`config.mk`:
```
export PLATFORM = sky130hd
export DESIGN_NAME = fetch_sequencer
export DESIGN_NICKNAME = d
export VERILOG_FILES = /design/src/rtl/fetch_sequencer.sv
export SDC_FILE = /design/constraint.sdc
export NUM_CORES = 1
export LEC_CHECK = 0
export BUFFER_PORTS_ARGS = -buffer_cell sky130_fd_sc_hd__buf_4
export CELL_PAD_IN_SITES_DETAIL_PLACEMENT = 0
export CELL_PAD_IN_SITES_GLOBAL_PLACEMENT = 1
export CORE_MARGIN = 4
export CORE_UTILIZATION = 25
export DETAILED_ROUTE_END_ITERATION = 10
export GPL_TIMING_DRIVEN = 0
export PLACE_DENSITY = 0.53
export REMOVE_ABC_BUFFERS = 1
export SLEW_MARGIN = 15
export SYNTH_ARGS = -nofsm -noshare
export SYNTH_HDL_FRONTEND = slang
export SYNTH_SLANG_ARGS = --single-unit
export TNS_END_PERCENT = 5
```
`constraint.sdc`:
```
create_clock -name clk -period 6.66 [get_ports clk]
set_input_delay 0.666 -clock clk [delete_from_list [all_inputs] [get_ports clk]]
set_output_delay 0.666 -clock clk [all_outputs]
set_load 0.02 [all_outputs]
```
`src/rtl/fetch_sequencer.sv`:
```
// Fetch front-end: owns the PC, reads instruction memory combinationally and queues
// {inst, pc} pairs in a show-ahead FIFO. Optional perf counters under FETCH_PERF_EN.
module fetch_sequencer #(
   parameter int unsigned     PC_W     = 32,
   parameter int unsigned     IM_AW    = 10,
   parameter int unsigned     DEPTH    = 4,
   parameter logic [PC_W-1:0] RESET_PC = '0
) (
   input  logic                    clk,
   input  logic                    rst,
   output logic [IM_AW-1:0]        im_addr,
   input  logic [31:0]             im_data,
   output logic                    out_valid,
   input  logic                    out_ready,
   output logic [31:0]             out_inst,
   output logic [PC_W-1:0]         out_pc,
   input  logic                    redirect_valid,
   input  logic [PC_W-1:0]         redirect_pc,
   output logic                    halted,
   output logic [$clog2(DEPTH):0]  fetch_count
`ifdef FETCH_PERF_EN
   ,
   output logic [31:0]             perf_fetched,
   output logic [31:0]             perf_stall
`endif
);
   localparam int PTR_W = $clog2(DEPTH);
   localparam int CNT_W = PTR_W + 1;

   typedef enum logic {FETCH, HALTED} state_t;

   typedef struct packed {
      logic [31:0]     inst;
      logic [PC_W-1:0] pc;
   } entry_t;

   state_t             state_q, state_d;
   logic [PC_W-1:0]    pc_q;
   logic [PTR_W-1:0]   head_q, tail_q;
   logic [CNT_W-1:0]   count_q;
   entry_t             buf_q [DEPTH];
   logic               full, enq, deq, is_hlt;

   assign full      = (count_q == CNT_W'(DEPTH));
   assign out_valid = (count_q != '0);
   assign is_hlt    = (im_data[31:26] == 6'h3F);
   // Redirect wins over everything, so it masks both queue operations.
   assign deq = out_valid && out_ready && !redirect_valid;
   assign enq = (state_q == FETCH) && !redirect_valid && (!full || (out_valid && out_ready));

   assign im_addr     = pc_q[IM_AW-1:0];
   assign out_inst    = out_valid ? buf_q[head_q].inst : '0;
   assign out_pc      = out_valid ? buf_q[head_q].pc   : '0;
   assign halted      = (state_q == HALTED);
   assign fetch_count = count_q;

   always_comb begin
      state_d = state_q;
      if (redirect_valid)
         state_d = FETCH;
      else if (enq && is_hlt)
         state_d = HALTED;
   end

   always_ff @(posedge clk or posedge rst) begin
      if (rst) begin
         state_q <= FETCH;
         pc_q    <= RESET_PC;
         head_q  <= '0;
         tail_q  <= '0;
         count_q <= '0;
      end else begin
         state_q <= state_d;
         if (redirect_valid) begin
            pc_q    <= redirect_pc;
            head_q  <= '0;
            tail_q  <= '0;
            count_q <= '0;
         end else begin
            if (enq) begin
               pc_q   <= pc_q + PC_W'(1);
               tail_q <= tail_q + PTR_W'(1);
            end
            if (deq)
               head_q <= head_q + PTR_W'(1);
            case ({enq, deq})
               2'b10:   count_q <= count_q + CNT_W'(1);
               2'b01:   count_q <= count_q - CNT_W'(1);
               default: count_q <= count_q;
            endcase
         end
      end
   end

   // Payload storage needs no reset: out_* are gated by occupancy.
   always_ff @(posedge clk) begin
      if (enq)
         buf_q[tail_q] <= '{inst: im_data, pc: pc_q};
   end

`ifdef FETCH_PERF_EN
   always_ff @(posedge clk or posedge rst) begin
      if (rst) begin
         perf_fetched <= '0;
         perf_stall   <= '0;
      end else begin
         if (enq)
            perf_fetched <= perf_fetched + 32'd1;
         if ((state_q == FETCH) && full && !(out_valid && out_ready) && !redirect_valid)
            perf_stall <= perf_stall + 32'd1;
      end
   end
`endif

endmodule
```
Word-level counts from Yosys, hierarchy flattened
Memory sizes are Yosys's and may differ from the RTL's.
Cells that the tools add are included.
{"block": "totals", "regBits": 40, "ramBits": 256, "inputBits": 68, "word_cells": 43, "mem_count": 1}
{"name": "buf_q", "words": 4, "word_bits": 64, "read_ports": 1, "rd_clocked_by_memory_dff": 0, "wr": 1, "line_no": "41", "source": "entry_t buf_q [DEPTH];"}
{"block": "classes", "addsub": 5, "n_eq_ne": 4, "n_mux": 14, "bitwise_logic": 1, "n_reduce_logical": 13}
{"operator": "$mux 32", "count": 4}
{"operator": "$add 32x1->32 const B", "count": 1}
{"operator": "$mux 2", "count": 4}
{"operator": "$eq 6x6->1 const B", "count": 1}
{"operator": "$pmux 3 s2", "count": 1}
{"operator": "$reduce_bool 2->1", "count": 3}
{"operator": "$reduce_bool 3->1", "count": 2}
{"operator": "$logic_and 1x1->1", "count": 5}
{"operator": "$add 2x1->2 const B", "count": 2}
{"operator": "$mux 1", "count": 4}
{"operator": "$add 3x1->3 const B", "count": 1}
{"operator": "$eq 3x3->1 const B", "count": 1}
{"operator": "$mux 3", "count": 1}
{"operator": "$sub 3x1->3 const B", "count": 1}
{"operator": "$eq 2x1->1 const B", "count": 1}
{"operator": "$eq 2x2->1 const B", "count": 1}
{"operator": "$logic_not 1->1", "count": 2}
{"operator": "$logic_or 1x1->1", "count": 1}
{"operator": "$not 1->1", "count": 1}

Depth between registers and ports, before layout
Gate-level depths: netlist of the first run.
{"block": "logic_depth", "depth_word": 7, "ltp_mapped": 9, "mapped_depth_nobuf": 7}

Least setup slack after synthesis of the first run
No wires, ideal clock.
{"block": "synth_timing", "path_kind": "input to register", "start": "in redirect_valid", "end": "mem buf_q[0][0] in the netlist's numbering (enable)", "arrival_time_ps": 2842, "slack_ps": 3389, "path_stages": 4, "n_path_buf": 2, "cell_sequence": "clkbuf_1 clkbuf_1 nor3_1 and2_1"}
{"block": "synth_via", "elab_chain_cells": 5}
{"element": "start, declared", "line_no": "17", "source": "input logic redirect_valid,"}
{"element": "$logic_not 1->1", "line_no": "49", "source": "assign enq = (state_q == FETCH) && !redirect_valid && (!full || (out_valid && out_ready));"}
{"element": "$logic_and 1x1->1 (2 in series)", "line_no": "49"}
{"element": "$mux 1", "line_no": "97", "source": "if (enq)"}
{"element": "$mux 1 (implied by the code)", "line_no": "98", "source": "buf_q[tail_q] <= '{inst: im_data, pc: pc_q};"}
{"element": "end, declared", "line_no": "41"}
No other way between the ends.

Final worst setup path of the first run
{"block": "layout_timing", "start": "reg head_q[0]", "end": "out out_inst[27]"}
{"block": "layout_via", "elab_chain_cells": 2}
{"element": "start, declared", "line_no": "39", "source": "logic [PTR_W-1:0] head_q, tail_q;"}
{"element": "start signal, assigned", "line_no": "85", "source": "head_q <= head_q + PTR_W'(1);"}
{"element": "$mem_v2 4x64"}
{"element": "$mux 32", "line_no": "52", "source": "assign out_inst = out_valid ? buf_q[head_q].inst : '0;"}
{"element": "end, declared", "line_no": "15", "source": "output logic [31:0] out_inst,"}
No other way between the ends.

==> results of run 1 <==
cell families (layout without fill, tap and decap cells):
family | count (synthesis) | after routing | synth area share (%)
xor gates and xnor gates | 13 | 13 | 0.934
AOI/OAI and AO/OA | 57 | 57 | 3.02
buffers and inverters | 56 | 228 | 2.21
adders and majority gates | 6 | 6 | 0.677
muxes | 67 | 67 | 12.1
and+or+nand+nor | 201 | 201 | 9.79
DFF | 296 | 296 | 71.3
area by class of cell:
type / instances / area (um2)
Clock buffer: 44 / 952
Inverter: 8 / 30.0
Sequential cell: 296 / 8700
Multi-Input combinational cell: 344 / 3260
Tap cell: 615 / 769
Clock inverter: 20 / 209
Timing Repair Buffer: 156 / 1330
Fill cell: 4729 / 32700
layout by cell type (no fill, tap or decap), types with 4 or more instances in the layout:
cell type	netlist	routed
nand3_1	13	13
mux4_2	64	64
or4_1	11	11
clkbuf_16	0	37
clkbuf_1	28	7
and2_4	0	4
and4_1	4	4
clkinv_2	0	5
o21ai_0	19	19
bufinv_16	0	4
dfrtp_1	40	38
nor2_1	28	28
buf_16	0	6
a31oi_1	12	12
o31ai_1	7	7
nor3_1	6	6
buf_4	10	146
xnor2_1	10	10
clkinv_1	0	6
and2_1	69	65
inv_1	8	7
a21oi_1	4	4
edfxtp_1	256	256
nand4_1	11	11
nand2_1	27	27
ha_1	5	5
o211ai_1	4	4
layer usage:
metal,part of all wire [%],wire (um)
met1,46,14100
met2,47,14400
met3,5.1,1570
met4,1.9,567
met5,0,0
where the power goes:
part | internal [uW] | switching, uW | total, uW
combinational | 584 | 671 | 1250
sequential | 2180 | 122 | 2310
clock | 1170 | 754 | 1930
total | 3940 | 1550 | 5490
registers in the layout, indices dropped and copies added, names as in the netlist:
signal and cells:
fetch_count 3, head_q 2, halted 1, pc_q 32, buf_q 256, tail_q 2
per-stage QoR:
stage / area (um2) / setup slack, ps / utilization [%]
floorplan: 12000 / 2520 / -
global placement: 13800 / 791 / 28.8
detailed placement: 14100 / 3680 / 29.4
CTS: 15200 / 3070 / 31.8
global route: 15300 / 3000 / 31.8
finish: 15300 / 3240 / 31.8
worst paths after layout:
path	startpoint	to	depth (start not counted)	slack, ps
max reg2reg	halted	pc_q[28]	4	3910
max in group asynchronous	rst	head_q[1]	3	6010
min reg2reg	pc_q[31]	buf_q[1][31]	0	580
max	head_q[0]	out_inst[27]	5	3240
min	rst	pc_q[30]	2	140
min in group clk	im_data[5]	buf_q[0][37]	1	330
==> impl_metrics.py, run 1 <==
metrics = {
    "place": {
        "dp_cells": 1419,
        "dp_hpwl_mm": 18.6,
        "place_congestion": 0.640,
        "port_buffers": 146,
    },
    "logic_synthesis": {
        "synth_cells": 696,
        "yosys_warnings": 0,
        "synth_edf_count": 256,
        "postSynthAreaPerCell_um2": 17.5,
        "synth_area_leaders": "edfxtp_1, mux4_2, dfrtp_1",
        "synth_top_area_share_pct": 63.1,
        "synth_area_leader_cell": "edfxtp_1",
        "synth_commonest_cells": "edfxtp_1, and2_1, mux4_2",
        "yosysSeqAreaShare_pct": 71.3,
        "synthFlopType": "edfxtp_1",
        "synth_area_um2": 12200,
        "async_flop_share_pct": 13.5,
        "ys_types": 54,
        "ys_seq_elements": 296,
        "synth_most_common_cell": "edfxtp_1",
    },
    "sta": {
        "setup_viol": 0,
        "finalMaxSlewViolations": 0,
        "finalClockSkew_ps": 17.0,
        "worst_slew_pin_slew_ps": 1140,
        "max_freq_mhz": 292,
        "period_share_pct": 51.4,
        "hold_slack_ps": 144,
        "maxSlewHeadroom_pct": 23.6,
        "fin_tns_setup_ps": 0,
        "rsz0062_at_grt": "false",
        "hold_viol_final": 0,
        "fin_crit_ps": 3420,
    },
    "final_layout": {
        "stdcell_count": 1483,
        "final_nets": 916,
        "drive_gt1_share_pct": 33.2,
        "syn2layout_area_growth_pct": 25.1,
        "diodes": 0,
    },
    "setup_path": {
        "cp-start-kind": "flip-flop",
        "path_common_cell": "buf_12",
        "cp.arrival_ps": 2760,
        "crit_path_max_incr_delay_ps": 770,
        "critPathSlowestCell": "dfrtp_4",
        "required_ps": 5990,
        "criticalPathCategory": "reg -> out",
        "endpoint_kind": "output port",
        "path_buf_inv": 3,
        "cp_cell_sequence": "buf_12 -> buf_12 -> mux4_2 -> and2_1 -> buf_4",
        "critPathTopFamily": "flip-flops",
        "path_max_fanout": 24,
    },
    "routing": {
        "first_pass_iters": 4,
        "vias_per_cell": 4.54,
        "drc_errors": 0,
        "vias": 6740,
        "routed_wl_mm": 30.6,
        "drt-initial-drc-count": 343,
        "drtAntennaViolNets": 0,
        "post_drt_wl_per_cell_um": 20.6,
    },
    "power_and_ir_drop": {
        "p_total_uw": 5490,
        "p_leak_uw": 0.00520,
        "ir_worst_vdd_v": 0.000132,
        "power.density_nw_per_um2": 360,
    },
    "global_route": {
        "grt_start_max_net_pins": 54,
        "grt_util_met3_pct": 3.07,
        "grt_pass1_wl_mm": 45.8,
        "grt_util_met2_pct": 17.9,
        "met1_usage_pct": 16.1,
        "grt_pass1_vias": 6983,
        "grt-busiest-layer": "met2",
        "grt_usage_pct": 11.6,
        "overflow": 0,
        "antenna_found_initial": 0,
    },
    "floorplan": {
        "rows": 80,
        "coreArea_um2": 47900,
        "pin_count": 147,
        "initial_core_util_pct": 25.4,
        "die_w_um": 229,
        "dieArea_um2": 52400,
        "fp.dieH_um": 229,
    },
    "hold_path": {
        "hold_path.class": "in -> async",
    },
    "clock_tree": {
        "ctsHoldBuffers": 0,
        "cts_buffers": 36,
        "clock-sinks": 296,
        "clock_path_buffers": 3,
        "clk_pin_slew_ps": 50,
        "postCtsResizedCells": 0,
        "cts_max_level": 2,
        "postCtsSetupBuffers": 0,
        "cts_tree": "done",
        "clk_latency_ps": 540,
        "cts-root-buf": "clkbuf_16",
    },
    "job": {
        "maxCapViolations": 0,
    },
    "status": {
        "status": "finished, final reports clean",
    },
}
Note: power is estimated with default switching activity, not from simulation.
==> inputs of run 2 (changes only) <==
--- a/config.mk
+++ b/config.mk
@@ -5,6 +5,7 @@
 export SDC_FILE = /design/constraint.sdc
 export NUM_CORES = 1
 export LEC_CHECK = 0
+export ABC_AREA = 1
 export BUFFER_PORTS_ARGS = -buffer_cell sky130_fd_sc_hd__buf_4
 export CELL_PAD_IN_SITES_DETAIL_PLACEMENT = 0
 export CELL_PAD_IN_SITES_GLOBAL_PLACEMENT = 1
@@ -12,7 +13,7 @@
 export CORE_UTILIZATION = 25
 export DETAILED_ROUTE_END_ITERATION = 10
 export GPL_TIMING_DRIVEN = 0
-export PLACE_DENSITY = 0.53
+export PLACE_DENSITY = 0.57
 export REMOVE_ABC_BUFFERS = 1
 export SLEW_MARGIN = 15
 export SYNTH_ARGS = -nofsm -noshare
==> constraint.sdc (replaced) <==
create_clock -name clk -period 2.9 [get_ports clk]
set_input_delay 0.29 -clock clk [delete_from_list [all_inputs] [get_ports clk]]
set_output_delay 0.29 -clock clk [all_outputs]
set_load 0.02 [all_outputs]
==> run 2 against run 1 <==
Compared with the run above:
- sequential share of layout area fell by 5.0 points
- final cell count up 43%
- via count up 36%
- worst setup slack worse by 3100 ps
- register-to-register slack worse by 3400 ps
- area after synthesis is 6.1% higher
- core utilization is 0.75 points higher
- synthesized cell count increased by 77%
==> impl_metrics.py, run 2 <==
metrics = {
    "hold_path": {
        "worstHoldStart": "redirect_pc[3]",
        "hold_path.class": "in -> reg",
        "min_to": "pc_q[3]",
        "min_delay_path_depth": 3,
    },
    "routing": {
        "vias": 9138,
        "vias_per_cell": 4.30,
        "routed_wl_mm": 38.2,
        "post_drt_wl_per_cell_um": 18.0,
        "drc_errors": 0,
        "drt-initial-drc-count": 422,
        "drtAntennaViolNets": 0,
        "first_pass_iters": 5,
    },
    "setup_path": {
        "required_ps": 2610,
        "endpoint_kind": "output port",
        "r2r_cells": 5,
        "path_max_fanout": 61,
        "crit_path_max_incr_delay_ps": 590,
        "cp-start-kind": "flip-flop",
        "cp.arrival_ps": 2500,
        "path_common_cell": "buf_16",
        "cp_cell_sequence": "buf_16 -> inv_16 -> buf_16 -> o21ai_0 -> a21oi_1 -> buf_4",
        "path_buf_inv": 4,
        "reg2reg_slack_ps": 500,
        "r2r-end": "buf_q[0][33]",
        "r2r_start": "halted",
        "critPathSlowestCell": "dfrtp_4",
        "criticalPathCategory": "reg -> out",
        "critPathTopFamily": "buffers and inverters",
    },
    "logic_synthesis": {
        "async_flop_share_pct": 13.5,
        "postSynthAreaPerCell_um2": 10.5,
        "synth_area_um2": 12900,
        "ys_types": 30,
        "synth_top_area_share_pct": 59.4,
        "synthFlopType": "edfxtp_1",
        "synth_area_leader_cell": "edfxtp_1",
        "synth_most_common_cell": "nor2_1",
        "ys_seq_elements": 296,
        "synth_commonest_cells": "nor2_1, edfxtp_1, nand2_1",
        "yosysSeqAreaShare_pct": 67.2,
        "yosys_warnings": 0,
        "synth_cells": 1235,
        "synth_edf_count": 256,
        "synth_area_leaders": "edfxtp_1, nor2_1, dfrtp_1",
    },
    "status": {
        "status": "finished, final reports clean",
    },
    "sta": {
        "max_freq_mhz": 359,
        "maxSlewHeadroom_pct": 49.4,
        "worst_slew_pin_slew_ps": 757,
        "rsz0062_at_grt": "true",
        "finalClockSkew_ps": 15.9,
        "fin_crit_ps": 2790,
        "hold_viol_final": 0,
        "period_share_pct": 96.0,
        "fin_tns_setup_ps": 0,
        "finalMaxSlewViolations": 0,
        "setup_viol": 0,
    },
    "global_route": {
        "grt_start_max_net_pins": 62,
        "overflow": 0,
        "grt_pass1_wl_mm": 57.3,
        "grt_usage_pct": 13.4,
        "antenna_found_initial": 0,
        "grt_pass1_vias": 9089,
    },
    "place": {
        "port_buffers": 146,
        "dp_hpwl_mm": 23.5,
        "place_congestion": 0.739,
    },
    "floorplan": {
        "die_w_um": 235,
        "dieArea_um2": 55500,
        "initial_core_util_pct": 25.2,
        "coreArea_um2": 51300,
        "rows": 83,
        "pin_count": 147,
        "fp.dieH_um": 235,
    },
    "final_layout": {
        "multiInputGateArea_um2": 3650,
        "seqCellArea_um2": 8700,
        "post-route-util_pct": 32.6,
        "drive_gt1_share_pct": 17.9,
        "final_common_cell": "nor2_1",
        "largest_reg_flops": 256,
        "diodes": 0,
        "nFillCells": 5238,
        "final_nets": 1492,
        "final_cell_mix": "nor2_1, edfxtp_1, nand2_1",
        "regMostFlops": "buf_q",
        "syn2layout_area_growth_pct": 29.1,
    },
    "power_and_ir_drop": {
        "power.density_nw_per_um2": 705,
        "p_seq_share_pct": 45.1,
        "ir_worst_vdd_v": 0.000334,
        "combPwrFrac_pct": 16.6,
        "p_leak_uw": 0.00636,
        "sw_frac_of_total_pct": 27.2,
        "p_int_uw": 8570,
        "switchingPower_uw": 3200,
        "pwr-share-clk_pct": 38.3,
    },
    "clock_tree": {
        "cts_buffers": 36,
        "clk_latency_ps": 530,
        "clk_pin_slew_ps": 60,
        "cts_max_level": 2,
        "clock_path_buffers": 3,
        "cts_tree": "done",
        "clock-sinks": 296,
        "cts-root-buf": "clkbuf_16",
    },
    "job": {
        "maxCapViolations": 0,
    },
}
==> run 2: changes by cell type in the layout (fill, tap and decap cells not counted), sizes merged, moves of 54 or more <==
cell,delta
nor2,+291
nand2,+177
o21ai,+136
and2,-69
a21oi,+66
mux4,-64
inv,+54
==> run 2: logic make-up (layout without fill, tap and decap cells) <==
logic type / Yosys count / after routing / synth area share [%]
simple gates: 560 / 560 / 17.7
buf+inv: 132 / 340 / 4.85
flops: 296 / 296 / 67.2
compound gates: 233 / 233 / 9.16
fa+ha+maj: 6 / 6 / 0.638
xor+xnor: 8 / 8 / 0.542
==> run 2: power by group through the flow <==
stage | clock network [uW] | registers (uW) | logic (uW)
finish | 4510 | 5310 | 1950
global route | 4820 | 5350 | 2160
CTS | 4670 | 5320 | 2010
detailed placement | 0 | 5410 | 1920
global placement | 0 | 5540 | 1690
floorplan | 0 | 5410 | 921
==> run 2: worst max-delay path by stage <==
stage / from / endpoint / slack (ps) / cells after the start
2_1_floorplan: head_q[0] / out_inst[0] / -1400 / 3
3_3_place_gp: head_q[0] / out_pc[26] / -5860 / 4
3_5_place_dp: head_q[0] / out_pc[26] / 310 / 6
4_1_cts: head_q[1] / out_pc[26] / 30 / 6
5_1_grt: head_q[0] / out_pc[26] / -30 / 6
6_report: head_q[0] / out_pc[26] / 110 / 6
==> run 2: through the flow <==
stage               worst slack, ps  instances  instance area [um2]  power, uW  hold WS, ps
global placement              -5860       1993                14500       7230          493
finish                          115       2123                16700      11800         32.5
global route                  -26.0       2123                16700      12300         24.9
floorplan                     -1400       1167                12600       6330          389
detailed placement              311       2013                15000       7330          313
CTS                            33.6       2122                16700      12000         5.33
==> run 2: metal layers <==
layer	vias up	share of wire (%)	routed length [um]	GRT usage, %
met5	-	0	0	0
met4	0	1.7	648	3.04
met2	158	49	18700	22.8
met1	4410	45	17200	17.7
met3	40	4.3	1650	3.01
li1	4530	-	-	-
==> run 2: cell type report <==
cell class              count  area share, %
clock buffers              48           5.79
repair buffers            213           12.4
inverters                  64           1.57
well taps                 680           5.09
multi-input cells         807           21.9
flip-flops and latches    296           52.1
clock inverters            15           1.19
==> run 2: worst reg2reg max path: stages, from the launching register on <==
cell and delay, ps:
dfrtp_1 470, nor2_1 150, nand2_2 290, nor2_4 700, buf_16 250, buf_12 200
==> run 2: what timing repair did <==
item / CTS / global route
hold buffers: 44 / 0
gates resized for setup: 3 / 1
endpoints found under the setup margin: 41 / 20
hold endpoints to repair: 153 / 0
pin swaps: 0 / 0
cloned: 1 / 0
buffers inserted: 1 / 1
